**config.mk**
```make
export PLATFORM = sky130hd
export DESIGN_NAME = led_pattern_gen
export DESIGN_NICKNAME = d
export VERILOG_FILES = /design/src/rtl/led_pkg.sv /design/src/rtl/tick_gen.sv /design/src/rtl/led_pattern_gen.sv
export SDC_FILE = /design/constraint.sdc
export NUM_CORES = 1
export LEC_CHECK = 0
export CORE_ASPECT_RATIO = 0.8
export CORE_MARGIN = 2
export CORE_UTILIZATION = 54
export CTS_BUF_LIST = sky130_fd_sc_hd__clkbuf_8
export DETAILED_ROUTE_END_ITERATION = 8
export PLACE_DENSITY_LB_ADDON = 0.3
export SYNTH_ARGS = -nofsm -noshare
export SYNTH_HDL_FRONTEND = slang
export SYNTH_SLANG_ARGS = --single-unit
```
**constraint.sdc**
```tcl
create_clock -name CLK -period 3.6 [get_ports CLK]
set_input_delay 0.72 -clock CLK [delete_from_list [all_inputs] [get_ports CLK]]
set_output_delay 0.72 -clock CLK [all_outputs]
set_load 0.02 [all_outputs]
```
**src/rtl/led_pkg.sv**
```systemverilog
// Shared encodings for the LED pattern generator.
// Mode values match the MODE input pin encoding.
package led_pkg;

  typedef enum logic [1:0] {
    MODE_BIN     = 2'd0,
    MODE_SCAN    = 2'd1,
    MODE_ROT     = 2'd2,
    MODE_BREATHE = 2'd3
  } mode_e;

endpackage

```
**src/rtl/tick_gen.sv**
```systemverilog
// Step prescaler: DIV-bit counter, one TICK per wrap.
// CLR wins over EN and masks a coincident TICK.
module tick_gen #(
  parameter int DIV = 22
) (
  input  logic CLK,
  input  logic RST_N,
  input  logic EN,
  input  logic CLR,
  output logic TICK
);

  logic [DIV-1:0] cnt_q, cnt_d;

  always_comb begin
    cnt_d = cnt_q;
    if (CLR)     cnt_d = '0;
    else if (EN) cnt_d = cnt_q + DIV'(1);
  end

  always_ff @(posedge CLK or negedge RST_N) begin
    if (!RST_N) cnt_q <= '0;
    else        cnt_q <= cnt_d;
  end

  assign TICK = EN & ~CLR & (&cnt_q);

endmodule

```
**src/rtl/led_pattern_gen.sv**
```systemverilog
// LED pattern generator: binary, scanner, rotate, breathe.
// OUT is registered from next-state, so it lands the cycle after TICK.
module led_pattern_gen
  import led_pkg::*;
#(
  parameter int CHANNELS = 8,
  parameter int DIV      = 22,
  parameter int PWM_BITS = 8
) (
  input  logic                CLK,
  input  logic                RST_N,
  input  logic [1:0]          MODE,
  input  logic                PAUSE,
  output logic [CHANNELS-1:0] OUT,
  output logic                TICK
);

  localparam logic [CHANNELS-1:0] ONE = CHANNELS'(1);

  mode_e               mode_q, act_q, act_d;
  logic [CHANNELS-1:0] cnt_q, cnt_d;
  logic [CHANNELS-1:0] oh_q, oh_d;
  logic                dir_q, dir_d;
  logic [PWM_BITS-1:0] duty_q, duty_d;
  logic                bdir_q, bdir_d;
  logic [PWM_BITS-1:0] pwm_q, pwm_d;
  logic [CHANNELS-1:0] out_q, out_d;
  logic                chg;
  logic                tick;

  // mode_q samples the pin; act_q is the mode actually running
  assign chg = (mode_q != act_q);

  tick_gen #(.DIV(DIV)) u_tick (
    .CLK   (CLK),
    .RST_N (RST_N),
    .EN    (~PAUSE),
    .CLR   (chg),
    .TICK  (tick)
  );

  always_comb begin
    act_d  = act_q;
    cnt_d  = cnt_q;
    oh_d   = oh_q;
    dir_d  = dir_q;
    duty_d = duty_q;
    bdir_d = bdir_q;
    pwm_d  = pwm_q + PWM_BITS'(1);
    if (chg) begin
      act_d  = mode_q;
      cnt_d  = '0;
      oh_d   = ONE;
      dir_d  = 1'b0;
      duty_d = '0;
      bdir_d = 1'b0;
    end else if (tick) begin
      unique case (act_q)
        MODE_BIN: cnt_d = cnt_q + CHANNELS'(1);
        MODE_SCAN: begin
          if (CHANNELS > 1) begin
            if (!dir_q) begin
              if (oh_q[CHANNELS-1]) begin
                oh_d  = oh_q >> 1;
                dir_d = 1'b1;
              end else begin
                oh_d = oh_q << 1;
              end
            end else begin
              if (oh_q[0]) begin
                oh_d  = oh_q << 1;
                dir_d = 1'b0;
              end else begin
                oh_d = oh_q >> 1;
              end
            end
          end
        end
        MODE_ROT:
          oh_d = (oh_q << 1) | (oh_q >> (CHANNELS-1));
        MODE_BREATHE: begin
          // triangle: each endpoint visited once per sweep
          if (!bdir_q) begin
            if (&duty_q) begin
              duty_d = duty_q - PWM_BITS'(1);
              bdir_d = 1'b1;
            end else begin
              duty_d = duty_q + PWM_BITS'(1);
            end
          end else begin
            if (duty_q == '0) begin
              duty_d = duty_q + PWM_BITS'(1);
              bdir_d = 1'b0;
            end else begin
              duty_d = duty_q - PWM_BITS'(1);
            end
          end
        end
      endcase
    end
  end

  always_comb begin
    out_d = '0;
    unique case (act_d)
      MODE_BIN:     out_d = cnt_d;
      MODE_SCAN:    out_d = oh_d;
      MODE_ROT:     out_d = oh_d;
      MODE_BREATHE: out_d = {CHANNELS{pwm_d < duty_d}};
    endcase
  end

  always_ff @(posedge CLK or negedge RST_N) begin
    if (!RST_N) begin
      mode_q <= MODE_BIN;
      act_q  <= MODE_BIN;
      cnt_q  <= '0;
      oh_q   <= ONE;
      dir_q  <= 1'b0;
      duty_q <= '0;
      bdir_q <= 1'b0;
      pwm_q  <= '0;
      out_q  <= '0;
    end else begin
      mode_q <= mode_e'(MODE);
      act_q  <= act_d;
      cnt_q  <= cnt_d;
      oh_q   <= oh_d;
      dir_q  <= dir_d;
      duty_q <= duty_d;
      bdir_q <= bdir_d;
      pwm_q  <= pwm_d;
      out_q  <= out_d;
    end
  end

  assign OUT  = out_q;
  assign TICK = tick;

endmodule

```
======== Word-level counts from Yosys, hierarchy flattened ========
Index checks and enable logic that the tools add are counted.
W data, S select, Z words.
operators by class
  $lt $le $gt $ge ......................... 1
  bitwise logic cells ..................... 5
  equal/unequal tests ..................... 8
  $add $sub $neg .......................... 5
  reduce and logical (&&, ||, !) cells .... 11
  muxes and demuxes ....................... 31
operators by type and width
  cell                     number
  $mux W8                  14
  $mux W22                 2
  $add A8 B1 Y8 const B    3
  $pmux W8 S3              1
  $add A22 B1 Y22 const B  1
  $reduce_and A22 Y1       1
  $pmux W8 S2              1
  $mux W1                  12
  $eq A2 B2 Y1 const B     4
  $logic_not A8 Y1         1
  $lt A8 B8 Y1             1
  $or A8 B1 Y8             1
  $reduce_and A8 Y1        1
  $sub A8 B1 Y8 const B    1
  $reduce_bool A2 Y1       3
  $eq A2 B1 Y1 const B     2
  $logic_not A2 Y1         2
  $reduce_and A2 Y1        2
  $and A1 B1 Y1            2
  $mux W2                  1
  $ne A2 B1 Y1 const B     1
  $ne A2 B2 Y1             1
  $not A1 Y1               2
  $reduce_or A2 Y1         1
word-level totals
  bits of input ports ..................... 5
  logic and storage cells ................. 71
  flip-flop bits (word level) ............. 68
  output and inout port bits .............. 9

======== Longest topological paths before layout ========
Gate-level depths: netlist of run 1.
  depth in word-level cells ............... 8
  mapped depth ............................ 15
  mapped depth without buffers ............ 15

======== By module ========
From an unflattened synthesis of run 1, not the netlist that was laid out.
second synthesis, totals
  cells, all modules ...................... 386
  area total of the unflattened synthesis .. 3732.3 um2
modules (own cells, without submodules)
  module           cells an instance  area an instance (um2)  times used  sequential area each (um2)
  led_pattern_gen  270                2618.8                  1           1152.4
  tick_gen         116                1113.6                  1           550.5

======== Worst setup path before layout of run 1 ========
Ideal clock, no wire load.
  kind .................................... in2reg
  start point ............................. input PAUSE
  end point ............................... register out_q[6] (netlist: OUT[6])
  setup time .............................. 0.065 ns
  buffers on the path ..................... 1
  setup slack ............................. 0.230 ns
  arrival ................................. 3.305 ns
  data required time ...................... 3.535 ns
  stages on the path ...................... 13
  cell sequence ........................... nand2b_1 nor4_4 and4_2 clkbuf_1 o21ai_0 xor2_1 nand2b_1 ha_1 a21o_1 a21oi_1 a2bb2oi_1 o31a_1 o22a_1
between the ends
  longest elaborated chain between the ends .. 7
  elaborated cells between the ends (all ways) .. 11
  classes of those cells .................. order compare: 1; mux: 7; bitwise: 3
ends and longest elaborated chain
  what                             line                    RTL
  start, declared                  led_pattern_gen.sv:13   input logic PAUSE,
  $not A1 Y1 (*)                   led_pattern_gen.sv:37   .EN (~PAUSE),
  $and A1 B1 Y1 (*) (2 in series)  tick_gen.sv:26          assign TICK = EN & ~CLR & (&cnt_q);
  $mux W8                          led_pattern_gen.sv:57   end else if (tick) begin
  $mux W8                          led_pattern_gen.sv:50   if (chg) begin
  $lt A8 B8 Y1                     led_pattern_gen.sv:109  MODE_BREATHE: out_d = {CHANNELS{pwm_d < duty_d}};
  $pmux W8 S3 (*)                  led_pattern_gen.sv:105  unique case (act_d)
  net out_d[6]                     led_pattern_gen.sv:27   logic [CHANNELS-1:0] out_q, out_d;
  end signal, assigned             led_pattern_gen.sv:133  out_q <= out_d;
  end, declared                    led_pattern_gen.sv:27
The timed path passes the listed nets; every way through them passes the cells marked *.
A chain may end at the register's enable or synchronous reset.

======== Worst setup path after layout of run 1 ========
  start point ............................. register duty_q[4]
  end point ............................... register out_q[5] (netlist: OUT[5])
between the ends
  longest elaborated chain between the ends .. 8
  elaborated cells between the ends (all ways) .. 12
  classes of those cells .................. add/sub: 2; order compare: 1; mux: 7; reduce/logical: 2
ends and longest elaborated chain
  what                                   line                                          RTL
  start, declared                        led_pattern_gen.sv:24                         logic [PWM_BITS-1:0] duty_q, duty_d;
  start signal, assigned                 led_pattern_gen.sv:130                        duty_q <= duty_d;
  $add A8 B1 Y8 (tied with other cells)  led_pattern_gen.sv:88, led_pattern_gen.sv:92
  $mux W8, on equally long branches      led_pattern_gen.sv:84, led_pattern_gen.sv:91
  $mux W8                                led_pattern_gen.sv:83                         if (!bdir_q) begin
  $mux W8                                led_pattern_gen.sv:58                         unique case (act_q)
  $mux W8 (*)                            led_pattern_gen.sv:57
  $mux W8 (*)                            led_pattern_gen.sv:50
  $lt A8 B8 Y1 (*)                       led_pattern_gen.sv:109
  $pmux W8 S3 (*)                        led_pattern_gen.sv:105
  net out_d[5]                           led_pattern_gen.sv:27
Marks and branches as above.

==> summary.md, run 1 <==
| Metric | Value |
|---|---|
| Most area-hungry cell type in the Yosys netlist | sky130_fd_sc_hd__dfrtp_1 |
| Total power divided by cell area | 374.1 nW/µm² |
| FF-to-FF setup slack | 0.19 ns |
| Filler cell count | 572 |
| Warning count from the yosys run | 0 |
| Element type at the critical path end | flop |
| Post-synthesis to final-layout area growth | 14.73% |
| Final critical path time including I/O delays and setup | 3.412 ns |
| Worst Setup Start Kind | flop |
| Post-synthesis net count | 416 |
| Number of max-cap violations | 0 |
| Antenna diode count | 0 |
| Pin count of the biggest net entering global routing | 38 |
| Number of synthesized register bits | 68 |
| Most frequent cell after synthesis | sky130_fd_sc_hd__dfrtp_1 |
| Die area | 7803 µm² |
| DRC Markers | 0 |
| Syn_area_per_cell | 9.793 µm² |
| Type of the most critical hold path | flop to flop |
| Worst path required time | 3.84 ns |
| Worst slew pin tran | 0.8564 ns |
| Global routing usage on met1 | 0.3259 |
| Achievable clock frequency | 293.1 MHz |
| Final critical-path setup slack | 0.1882 ns |
| Pins Over Slew Limit | 0 |
| # H-tree levels | 3 |
| GR Overflow Total | 0 |
| Critical path origin | duty_q[4] |
| Syn Std Cell Area | 3839 µm² |
| Remaining number of nets flagged by the antenna check after routing | 0 |
| Initial DRC Count | 142 |
| TritonCTS clock tree | built |
| Largest incremental delay on the critical path | 0.56 ns |
| Data arrival, critical path | 3.65 ns |
| Most frequent cells after synthesis | 67 x sky130_fd_sc_hd__dfrtp_1, 56 x sky130_fd_sc_hd__nor2_1, 28 x sky130_fd_sc_hd__nand2_1, 22 x sky130_fd_sc_hd__xor2_1, 20 x sky130_fd_sc_hd__nand3_1 |
| Number of global-route vias before repair | 2975 |
| Ys async rst share | 1.000 |
| Crit-path cells | or4_4, o21a_1, or4_1, a21oi_1, xnor2_1, nand2b_1, ha_1, nand4_1, o31a_1, buf_4, o22a_2 |
| Share of the yosys chip area belonging to registers | 0.4436 |
| Area contributors post-synth | sky130_fd_sc_hd__dfrtp_1 44%, sky130_fd_sc_hd__ha_1 6.2%, sky130_fd_sc_hd__nor2_1 5.5% |
| Wire length of the first global-routing pass | 14.35 mm |
| Number of synthesized flops with an enable pin | 0 |
| Met2 Resource Use GR | 0.3589 |
| Final Core Density | 0.6391 |
| CP max-delay cell | sky130_fd_sc_hd__or4_4 |
| Most frequently used flop master after synthesis | sky130_fd_sc_hd__dfrtp_1 |
| Gate count of the mapped netlist | 392 |
| Accumulated negative setup slack | 0 ns |
| Start of the worst register-to-register path | duty_q[4] |
| Number of distinct library cells after synthesis | 58 |
| Crit path kind | flop to flop |
| Final hold violations | 0 |
| Die Span Y | 79.41 µm |
| Worst-case headroom to the max-slew limit | 0.4291 |
| Number of ports placed on the die boundary | 14 |
| Clock Tree Root | sky130_fd_sc_hd__clkbuf_8 |
| Net count reported at finish | 444 |
| Logic depth of the worst register-to-register path | 11 |
| Status | complete, no violations |
| Hold-fix buffers, CTS | 0 |
| Vias after detailed routing | 3017 |
| Clock Pin Slew Worst Setup and Hold Paths | 0.07 ns |
| Vias per cell | 5.893 |
| Ratio of cells with drive above 1 in the final layout | 0.1388 |
| Final Setup Violations | 0 |
| RSZ-0062 raised after global routing | no |
| # clock sinks | 68 |
| Floorplan die width | 98.27 µm |
| Worst reg2reg path endpoint | OUT[5] |
| Placeable core area | 6892 µm² |
| Fraction of post-synthesis cell area in the top cell type by area | 0.4368 |
| Largest driver fanout on the critical path | 8 |
| Initial antenna violation count | 0 |
| Worst Setup Slack post-DPL | -0.09663 ns |
| Worst-Skew Late Latency | 0.35 ns |
| # Post-CTS Setup Buffers | 0 |
| Grt met3 use | 0.05692 |
| Average wire per cell in the routed design | 16.20 µm |
| Total power | 1.648 mW |
| First-pass DRT Iterations | 5 |
| Portion of the clock cycle consumed by the worst path in the final layout | 0.9477 |
| Number of port buffers | 13 |
| Worst min-delay path startpoint | mode_q[0] |
| Initial cell density of the core | 0.5570 |
| Max rail drop VDD | 0.0002022 V |
| Detail Placement HPWL | 6.080 mm |
| Number of core rows | 27 |
| Final Wtd Congestion | 0.9612 |
| Static Leakage | 1.918 nW |
| Worst-case clock skew | 0.006728 ns |
| Most heavily used metal layer in global routing | met2 |
| GR Util All Layers | 0.2324 |
| Destination of the critical timing path | OUT[5] |
| CTS buffer count | 9 |
| Buffers from clock root to sink, at most | 2 |
| Total Wirelength | 8.292 mm |
logic make-up (layout without fill, tap and decap cells):
kind of cell	after synthesis	in the layout	synth area share
flip-flops	68	68	0.4436
AO/OA/AOI/OAI	67	67	0.1284
buffers and inverters	26	59	0.02803
adder cells (fa/ha/maj)	19	19	0.06193
AND/OR/NAND/NOR	166	166	0.2295
XOR/XNOR	37	37	0.08442
multiplexers	9	9	0.02412
layout by cell type, fill, tap and decap left out, types with 3 or more instances in the layout:
cell                               n
sky130_fd_sc_hd__nor2_1           56
sky130_fd_sc_hd__and3_1            3
sky130_fd_sc_hd__o21a_1            5
sky130_fd_sc_hd__or2_2             5
sky130_fd_sc_hd__xor2_1           22
sky130_fd_sc_hd__a211oi_1          9
sky130_fd_sc_hd__nor4_1            5
sky130_fd_sc_hd__clkdlybuf4s50_1  12
sky130_fd_sc_hd__nand4_1          11
sky130_fd_sc_hd__bufinv_16         3
sky130_fd_sc_hd__a21o_1            4
sky130_fd_sc_hd__dfrtp_1          67
sky130_fd_sc_hd__nand3_1          20
sky130_fd_sc_hd__o22a_1            6
sky130_fd_sc_hd__o31ai_1           5
sky130_fd_sc_hd__nand2_1          28
sky130_fd_sc_hd__mux2i_1           7
sky130_fd_sc_hd__o21ai_0           6
sky130_fd_sc_hd__nor3_1            5
sky130_fd_sc_hd__or4_1             4
sky130_fd_sc_hd__inv_1            12
sky130_fd_sc_hd__buf_4            16
sky130_fd_sc_hd__nand2b_1          9
sky130_fd_sc_hd__a31oi_1           3
sky130_fd_sc_hd__xnor2_1          15
sky130_fd_sc_hd__a21oi_1           8
sky130_fd_sc_hd__ha_1             19
sky130_fd_sc_hd__clkbuf_8         10
power by group:
part           internal, mW  total, mW  switching [mW]  leakage, nW
Clock                 0.479      0.770           0.291        0.122
Sequential            0.772      0.779         0.00621        0.915
Combinational        0.0333     0.0992          0.0659        0.880
how the worst min path moves through the flow:
stage                     endpoint  cells after the start
after floorplan             OUT[0]                      0
after global placement    act_q[1]                      0
after detailed placement  act_q[0]                      0
after CTS                 act_q[0]                      0
after global routing      act_q[0]                      0
final                     act_q[0]                      0
per-stage QoR:
step                      hold WS (ns)  cell area (µm²)  cells
final                           0.4658             4404    512
after global routing            0.4987             4404    512
after CTS                       0.4693             4403    512
after detailed placement        0.4509             4154    496
after global placement          0.4542             4154    496
after floorplan                 0.4244             3839    392
layer usage:
metal,vias to the layer above,part of all wire
met5,-,0
met4,0,0.013
met3,10,0.047
met2,73,0.45
met1,1472,0.49
li1,1462,-
worst max-delay path: cells and delay by family, from the launching register on:
family,cells,cell delay [ns]
compound gates,4,0.94
xor+xnor,1,0.12
fa+ha+maj,1,0.28
buf+inv,1,0.16
flops,1,0.43
simple gates,4,1.38
timing repair:
item	4_1_cts	5_1_grt
endpoints found under the setup margin	0	4
resized for setup	0	2
hold endpoints to repair	0	0
sequential cells by signal, summed over array words and instances, names as in the netlist:
register and count:
OUT 8, mode_q 2, pwm_q 8, bdir_q 1
oh_q 8, duty_q 8, act_q 2, dir_q 1
cnt_q 8, u_tick.cnt_q 22
final cells by class:
| type | count | area [µm²] | area share |
|---|---|---|---|
| Clock inverter | 6 | 111.4 | 0.02528 |
| Inverter | 13 | 48.80 | 0.01108 |
| Timing Repair Buffer | 30 | 265.3 | 0.06023 |
| Multi-Input combinational cell | 298 | 2029 | 0.4608 |
| Tap cell | 87 | 108.9 | 0.02472 |
| Clock buffer | 10 | 137.6 | 0.03125 |
| Sequential cell | 68 | 1703 | 0.3866 |
Power figures use the tool's default switching activity.
==> run 2, diff against run 1 <==
--- a/config.mk
+++ b/config.mk
@@ -10,6 +10,7 @@
 export CORE_UTILIZATION = 54
 export CTS_BUF_LIST = sky130_fd_sc_hd__clkbuf_8
 export DETAILED_ROUTE_END_ITERATION = 8
+export GPL_TIMING_DRIVEN = 0
 export PLACE_DENSITY_LB_ADDON = 0.3
 export SYNTH_ARGS = -nofsm -noshare
 export SYNTH_HDL_FRONTEND = slang
==> run 2 against run 1 <==
Flip-flop and latch count is the same. Final cell count grew 0.59%. Clock power shrank 15%. Worst hold slack gained 0.0072 ns. Worst setup slack lost 0.041 ns. Global-route usage grew 0.068 points. Routed wire length grew 2.9%. Critical endpoint is now OUT[6].
==> summary.md, run 2 (synthesis gave the netlist of run 1 again) <==
| Metric | Value |
|---|---|
| Static Leakage | 1.906 nW |
| Largest driver fanout on the critical path | 8 |
| Destination of the critical timing path | OUT[6] |
| Detail Placement HPWL | 5.719 mm |
| Worst-Skew Late Latency | 0.34 ns |
| Buffers from clock root to sink, at most | 2 |
| Total area of multi-input combinational cells | 2097 µm² |
| Largest delay share family, worst path | compound AO/OA/AOI/OAI gates |
| Type of the most critical hold path | primary input to async pin |
| Crit path kind | flop to flop |
| Switch Pwr | 0.3736 mW |
| Remaining number of nets flagged by the antenna check after routing | 0 |
| # clock sinks | 68 |
| Final non-filler cell area | 4414 µm² |
| Number of core rows | 27 |
| Final critical path time including I/O delays and setup | 3.453 ns |
| Initial DRC Count | 164 |
| GR Util All Layers | 0.2331 |
| Largest incremental delay on the critical path | 0.57 ns |
| Clock Tree Root | sky130_fd_sc_hd__clkbuf_8 |
| Worst slew pin tran | 0.8469 ns |
| Worst-case headroom to the max-slew limit | 0.4354 |
| Number of max-cap violations | 0 |
| Final hold violations | 0 |
| Accumulated negative setup slack | 0 ns |
| Post-synthesis to final-layout area growth | 14.99% |
| Vias per cell | 5.953 |
| Element type at the critical path end | flop |
| Combinational fraction of design power | 0.066 |
| Worst reg2reg path endpoint | OUT[6] |
| Worst path required time | 3.88 ns |
| Status | complete, no violations |
| Die Span Y | 79.41 µm |
| Pins Over Slew Limit | 0 |
| Internal power contribution | 1.162 mW |
| CTS buffer count | 9 |
| Final Wtd Congestion | 0.9023 |
| Final Setup Violations | 0 |
| Share of power burned in the clock network | 0.427 |
| Initial cell density of the core | 0.5570 |
| Antenna diode count | 0 |
| Crit. path cell count | 14 |
| Total power divided by cell area | 347.9 nW/µm² |
| Number of global-route vias before repair | 3049 |
| First-pass DRT Iterations | 5 |
| Logic depth of the worst register-to-register path | 14 |
| Data arrival, critical path | 3.73 ns |
| Final critical-path setup slack | 0.1472 ns |
| Worst Setup Start Kind | flop |
| Max rail drop VDD | 0.0002276 V |
| Critical path buffers and inverters | 1 |
| Die area | 7803 µm² |
| Sequential group share of total power | 0.507 |
| Crit-path cells | or4_4, o21a_4, o21ai_0, a21oi_2, xnor2_1, nand2b_1, ha_1, a21o_1, a21o_1, a21oi_1, a2bb2oi_1, o31a_1, buf_6, o22a_1 |
| GR Overflow Total | 0 |
| Vias after detailed routing | 3066 |
| Ratio of cells with drive above 1 in the final layout | 0.1565 |
| Wire length of the first global-routing pass | 14.46 mm |
| DRC Markers | 0 |
| Worst Setup Slack post-DPL | -0.9187 ns |
| Clock Pin Slew Worst Setup and Hold Paths | 0.08 ns |
| Critical path origin | duty_q[2] |
| Net count reported at finish | 447 |
| CP max-delay cell | sky130_fd_sc_hd__or4_4 |
| Achievable clock frequency | 289.6 MHz |
| TritonCTS clock tree | built |
| Sequential cell area | 1707 µm² |
| Number of port buffers | 13 |
| Switching part of the total power | 0.2432 |
| Floorplan die width | 98.27 µm |
| Hold-fix buffers, CTS | 0 |
| Commonest cells after routing, fill and taps aside | 64 x sky130_fd_sc_hd__dfrtp_1, 56 x sky130_fd_sc_hd__nor2_1, 28 x sky130_fd_sc_hd__nand2_1 |
| Placeable core area | 6892 µm² |
| Cell area reported after detailed placement | 4075 µm² |
| Number of ports placed on the die boundary | 14 |
| Largest register FFs | 22 |
| Portion of the clock cycle consumed by the worst path in the final layout | 0.9591 |
| Initial antenna violation count | 0 |
| Worst-case clock skew | 0.006473 ns |
| Filler cell count | 567 |
| Leading cell type in the layout, fill and taps excluded | sky130_fd_sc_hd__dfrtp_1 |
| Start of the worst register-to-register path | duty_q[2] |
| # H-tree levels | 3 |
| Register ranked first by flip-flop count | u_tick.cnt_q |
| Average wire per cell in the routed design | 16.57 µm |
| Total Wirelength | 8.536 mm |
| Pin count of the biggest net entering global routing | 69 |
| Most used cell along the critical path | sky130_fd_sc_hd__a21o_1 |
| FF-to-FF setup slack | 0.15 ns |
## run 2: how the worst min path moves through the flow
stage,endpoint,from,slack (ns)
3_3_place_gp,pwm_q[7],pwm_q[7],0.47
6_report,pwm_q[2],RST_N,0.47
5_1_grt,pwm_q[7],pwm_q[7],0.50
2_1_floorplan,OUT[0],RST_N,0.42
3_5_place_dp,pwm_q[7],pwm_q[7],0.48
4_1_cts,pwm_q[7],pwm_q[7],0.49
## run 2: metrics by stage
stage | util | power, mW | instances | hold WS [ns]
2_1_floorplan | - | 0.8436 | 392 | 0.4244
3_3_place_gp | 0.5917 | 0.8907 | 492 | 0.4733
3_5_place_dp | 0.5913 | 0.8935 | 492 | 0.4799
4_1_cts | 0.6291 | 1.552 | 512 | 0.4903
5_1_grt | 0.6405 | 1.590 | 515 | 0.4959
6_report | 0.6405 | 1.536 | 515 | 0.4730
## run 2: area by class of cell
| cell class | instances | share of cell area |
|---|---|---|
| Timing Repair Buffer | 21 | 0.04223 |
| Clock buffer | 11 | 0.03430 |
| Inverter | 13 | 0.01105 |
| Multi-Input combinational cell | 298 | 0.4751 |
| Sequential cell | 68 | 0.3866 |
| Buffer | 12 | 0.01247 |
| Clock inverter | 5 | 0.01361 |
| Tap cell | 87 | 0.02466 |
## run 2: power groups by stage
stage / Sequential [mW] / Clock [mW] / Combinational [mW]
floorplan: 0.798 / 0 / 0.0451
global placement: 0.793 / 0 / 0.0980
detailed placement: 0.793 / 0 / 0.100
CTS: 0.778 / 0.672 / 0.102
global route: 0.779 / 0.697 / 0.114
finish: 0.778 / 0.656 / 0.102
## run 2: what timing repair did
action | 4_1_cts | 5_1_grt
endpoints found under the setup margin | 8 | 8
gates cloned | 0 | 0
resized for setup | 5 | 17
buffers inserted | 5 | 3
pin swaps | 1 | 4
## run 2: metal layers
layer | up-vias | share of wire | GRT usage
met2 | 74 | 0.46 | 0.3651
met3 | 12 | 0.042 | 0.05604
met1 | 1505 | 0.48 | 0.3280
met5 | - | 0 | 0
li1 | 1475 | - | -
met4 | 0 | 0.014 | 0.06438
==> run 3, diff against run 2 <==
--- a/config.mk
+++ b/config.mk
@@ -7,7 +7,7 @@
 export LEC_CHECK = 0
 export CORE_ASPECT_RATIO = 0.8
 export CORE_MARGIN = 2
-export CORE_UTILIZATION = 54
+export CORE_UTILIZATION = 57
 export CTS_BUF_LIST = sky130_fd_sc_hd__clkbuf_8
 export DETAILED_ROUTE_END_ITERATION = 8
 export GPL_TIMING_DRIVEN = 0
==> run 3 against run 2 <==
First-iteration DRC count rose by 52%. Global-route usage grew 0.95 points. Largest power group unchanged. Critical path type unchanged. Fmax decreased by 1.9%. Final cell count decreased by 1.7%. Highest routed layer unchanged. Worst hold slack got worse by 0.011 ns. Sequential share of layout area up 0.67 points. Routed wire length is 3.2% lower. Critical path depth stayed put.
==> summary.md, run 3 (synthesis gave the netlist of run 1 again) <==
| Metric | Value |
|---|---|
| Achievable clock frequency | 284.3 MHz |
| Post-synthesis to final-layout area growth | 12.94% |
| Worst path required time | 3.88 ns |
| DRC Markers | 0 |
| Number of core rows | 26 |
| Pin count of the biggest net entering global routing | 69 |
| # clock sinks | 68 |
| Largest register FFs | 22 |
| Number of global-route vias before repair | 2880 |
| Final hold violations | 0 |
| Final instance count without filler cells | 506 |
| Final critical-path setup slack | 0.08199 ns |
| Register ranked first by flip-flop count | u_tick.cnt_q |
| Clock Pin Slew Worst Setup and Hold Paths | 0.07 ns |
| Pins Over Slew Limit | 0 |
| Worst-case clock skew | 0.005443 ns |
| Total Wirelength | 8.264 mm |
| First-pass DRT Iterations | 4 |
| Vias per cell | 5.935 |
| Max rail drop VDD | 0.0002762 V |
| Initial cell density of the core | 0.5960 |
| Floorplan die width | 95.75 µm |
| Commonest cells after routing, fill and taps aside | 65 x sky130_fd_sc_hd__dfrtp_1, 56 x sky130_fd_sc_hd__nor2_1, 28 x sky130_fd_sc_hd__nand2_1 |
| Status | complete, no violations |
| Worst slew pin tran | 0.8564 ns |
| Data arrival, critical path | 3.80 ns |
| Ratio of cells with drive above 1 in the final layout | 0.1351 |
| Worst-case headroom to the max-slew limit | 0.4291 |
| Start of the worst register-to-register path | duty_q[2] |
| Die Span Y | 77.40 µm |
| Total power divided by cell area | 347.3 nW/µm² |
| Final Setup Violations | 0 |
| Clock Tree Root | sky130_fd_sc_hd__clkbuf_8 |
| Vias after detailed routing | 3003 |
| Buffers from clock root to sink, at most | 2 |
| Initial DRC Count | 249 |
| GR Util All Layers | 0.2426 |
| CP max-delay cell | sky130_fd_sc_hd__or4_4 |
| Worst Setup Start Kind | flop |
| Final Core Density | 0.6731 |
| Crit-path cells | or4_4, o21a_2, o21ai_0, a21oi_1, xnor2_1, nand2b_1, ha_1, a21o_1, a21o_1, a21oi_1, a2bb2oi_1, o31a_1, buf_4, o22a_1 |
| Critical path origin | duty_q[2] |
| Number of ports placed on the die boundary | 14 |
| Static Leakage | 1.870 nW |
| Crit path kind | flop to flop |
| Cell total after placement | 489 |
| Final Wtd Congestion | 0.9388 |
| Antenna diode count | 0 |
| TritonCTS clock tree | built |
| Portion of the clock cycle consumed by the worst path in the final layout | 0.9772 |
| Final critical path time including I/O delays and setup | 3.518 ns |
| Element type at the critical path end | flop |
| Initial antenna violation count | 0 |
| CTS buffer count | 9 |
| Filler cell count | 529 |
| Detail Placement HPWL | 5.784 mm |
| Worst hold slack after final layout | 0.4625 ns |
| Remaining number of nets flagged by the antenna check after routing | 0 |
| Placeable core area | 6441 µm² |
| Worst-Skew Late Latency | 0.35 ns |
| Average wire per cell in the routed design | 16.33 µm |
| Largest incremental delay on the critical path | 0.59 ns |
| Leading cell type in the layout, fill and taps excluded | sky130_fd_sc_hd__dfrtp_1 |
| GR Overflow Total | 0 |
| Largest driver fanout on the critical path | 8 |
| Total power | 1.506 mW |
| Die area | 7411 µm² |
| Net count reported at finish | 442 |
| Number of max-cap violations | 0 |
| Type of the most critical hold path | primary input to async pin |
| Worst Setup Slack post-DPL | -0.9556 ns |
| # H-tree levels | 3 |
| Wire length of the first global-routing pass | 13.82 mm |
| Number of port buffers | 13 |
==> run 3: final cells by class <==
| cell class | count | area (µm²) | share of cell area |
|---|---|---|---|
| tap | 84 | 105.1 | 0.02424 |
| clock inverter | 5 | 52.55 | 0.01212 |
| multi-input combinational | 298 | 2082 | 0.4802 |
| buffer | 12 | 55.05 | 0.01270 |
| sequential | 68 | 1705 | 0.3934 |
| timing repair buffer | 16 | 148.9 | 0.03434 |
| inverter | 13 | 48.80 | 0.01126 |
| clock buffer | 10 | 137.6 | 0.03175 |
==> run 3: stage by stage <==
stage / setup TNS [ns] / instance area (µm²)
after floorplan: 0 / 3839
after global placement: -40.48 / 4074
after detailed placement: -7.535 / 4071
after CTS: 0 / 4293
after global routing: -0.1553 / 4335
final: 0 / 4335
==> run 3: worst paths after layout <==
check                      slack, ns  cells past startpoint          endpoint
min                             0.46                      1  u_tick.cnt_q[16]
max in group asynchronous       2.50                      1         duty_q[1]
min in group CLK                0.50                      1          pwm_q[7]
min reg2reg                     0.50                      1          pwm_q[7]
max                             0.08                     14            OUT[7]
max reg2reg                     0.08                     14            OUT[7]
==> run 3: critical path, delay by kind of cell (launching register included) <==
kind                       cells  cell delay [ns]
adders and majority gates      1             0.33
DFF                            1             0.45
and+or+nand+nor                2             0.75
AOI/OAI and AO/OA              9             1.61
xor gates and xnor gates       1             0.14
buffers and inverters          1             0.16
==> run 3: metal layers <==
layer	vias to the layer above	GRT usage	wire length [µm]
li1	1453	-	-
met1	1460	0.3595	3899
met2	81	0.3573	3865
met3	9	0.05728	415
met4	0	0.06714	85
met5	-	0	0
==> run 3: power breakdown <==
part / internal (mW) / leakage (nW) / switching [mW] / total (mW)
clock network: 0.331 / 0.0979 / 0.296 / 0.628
registers: 0.772 / 0.912 / 0.00535 / 0.778
logic: 0.0312 / 0.861 / 0.0694 / 0.101
==> run 3: repair_timing <==
item / CTS / global route
gates resized for setup: 5 / 10
setup endpoints to repair: 9 / 8
hold buffers: 0 / 0
setup buffers: 3 / 0
pin swaps: 2 / 0
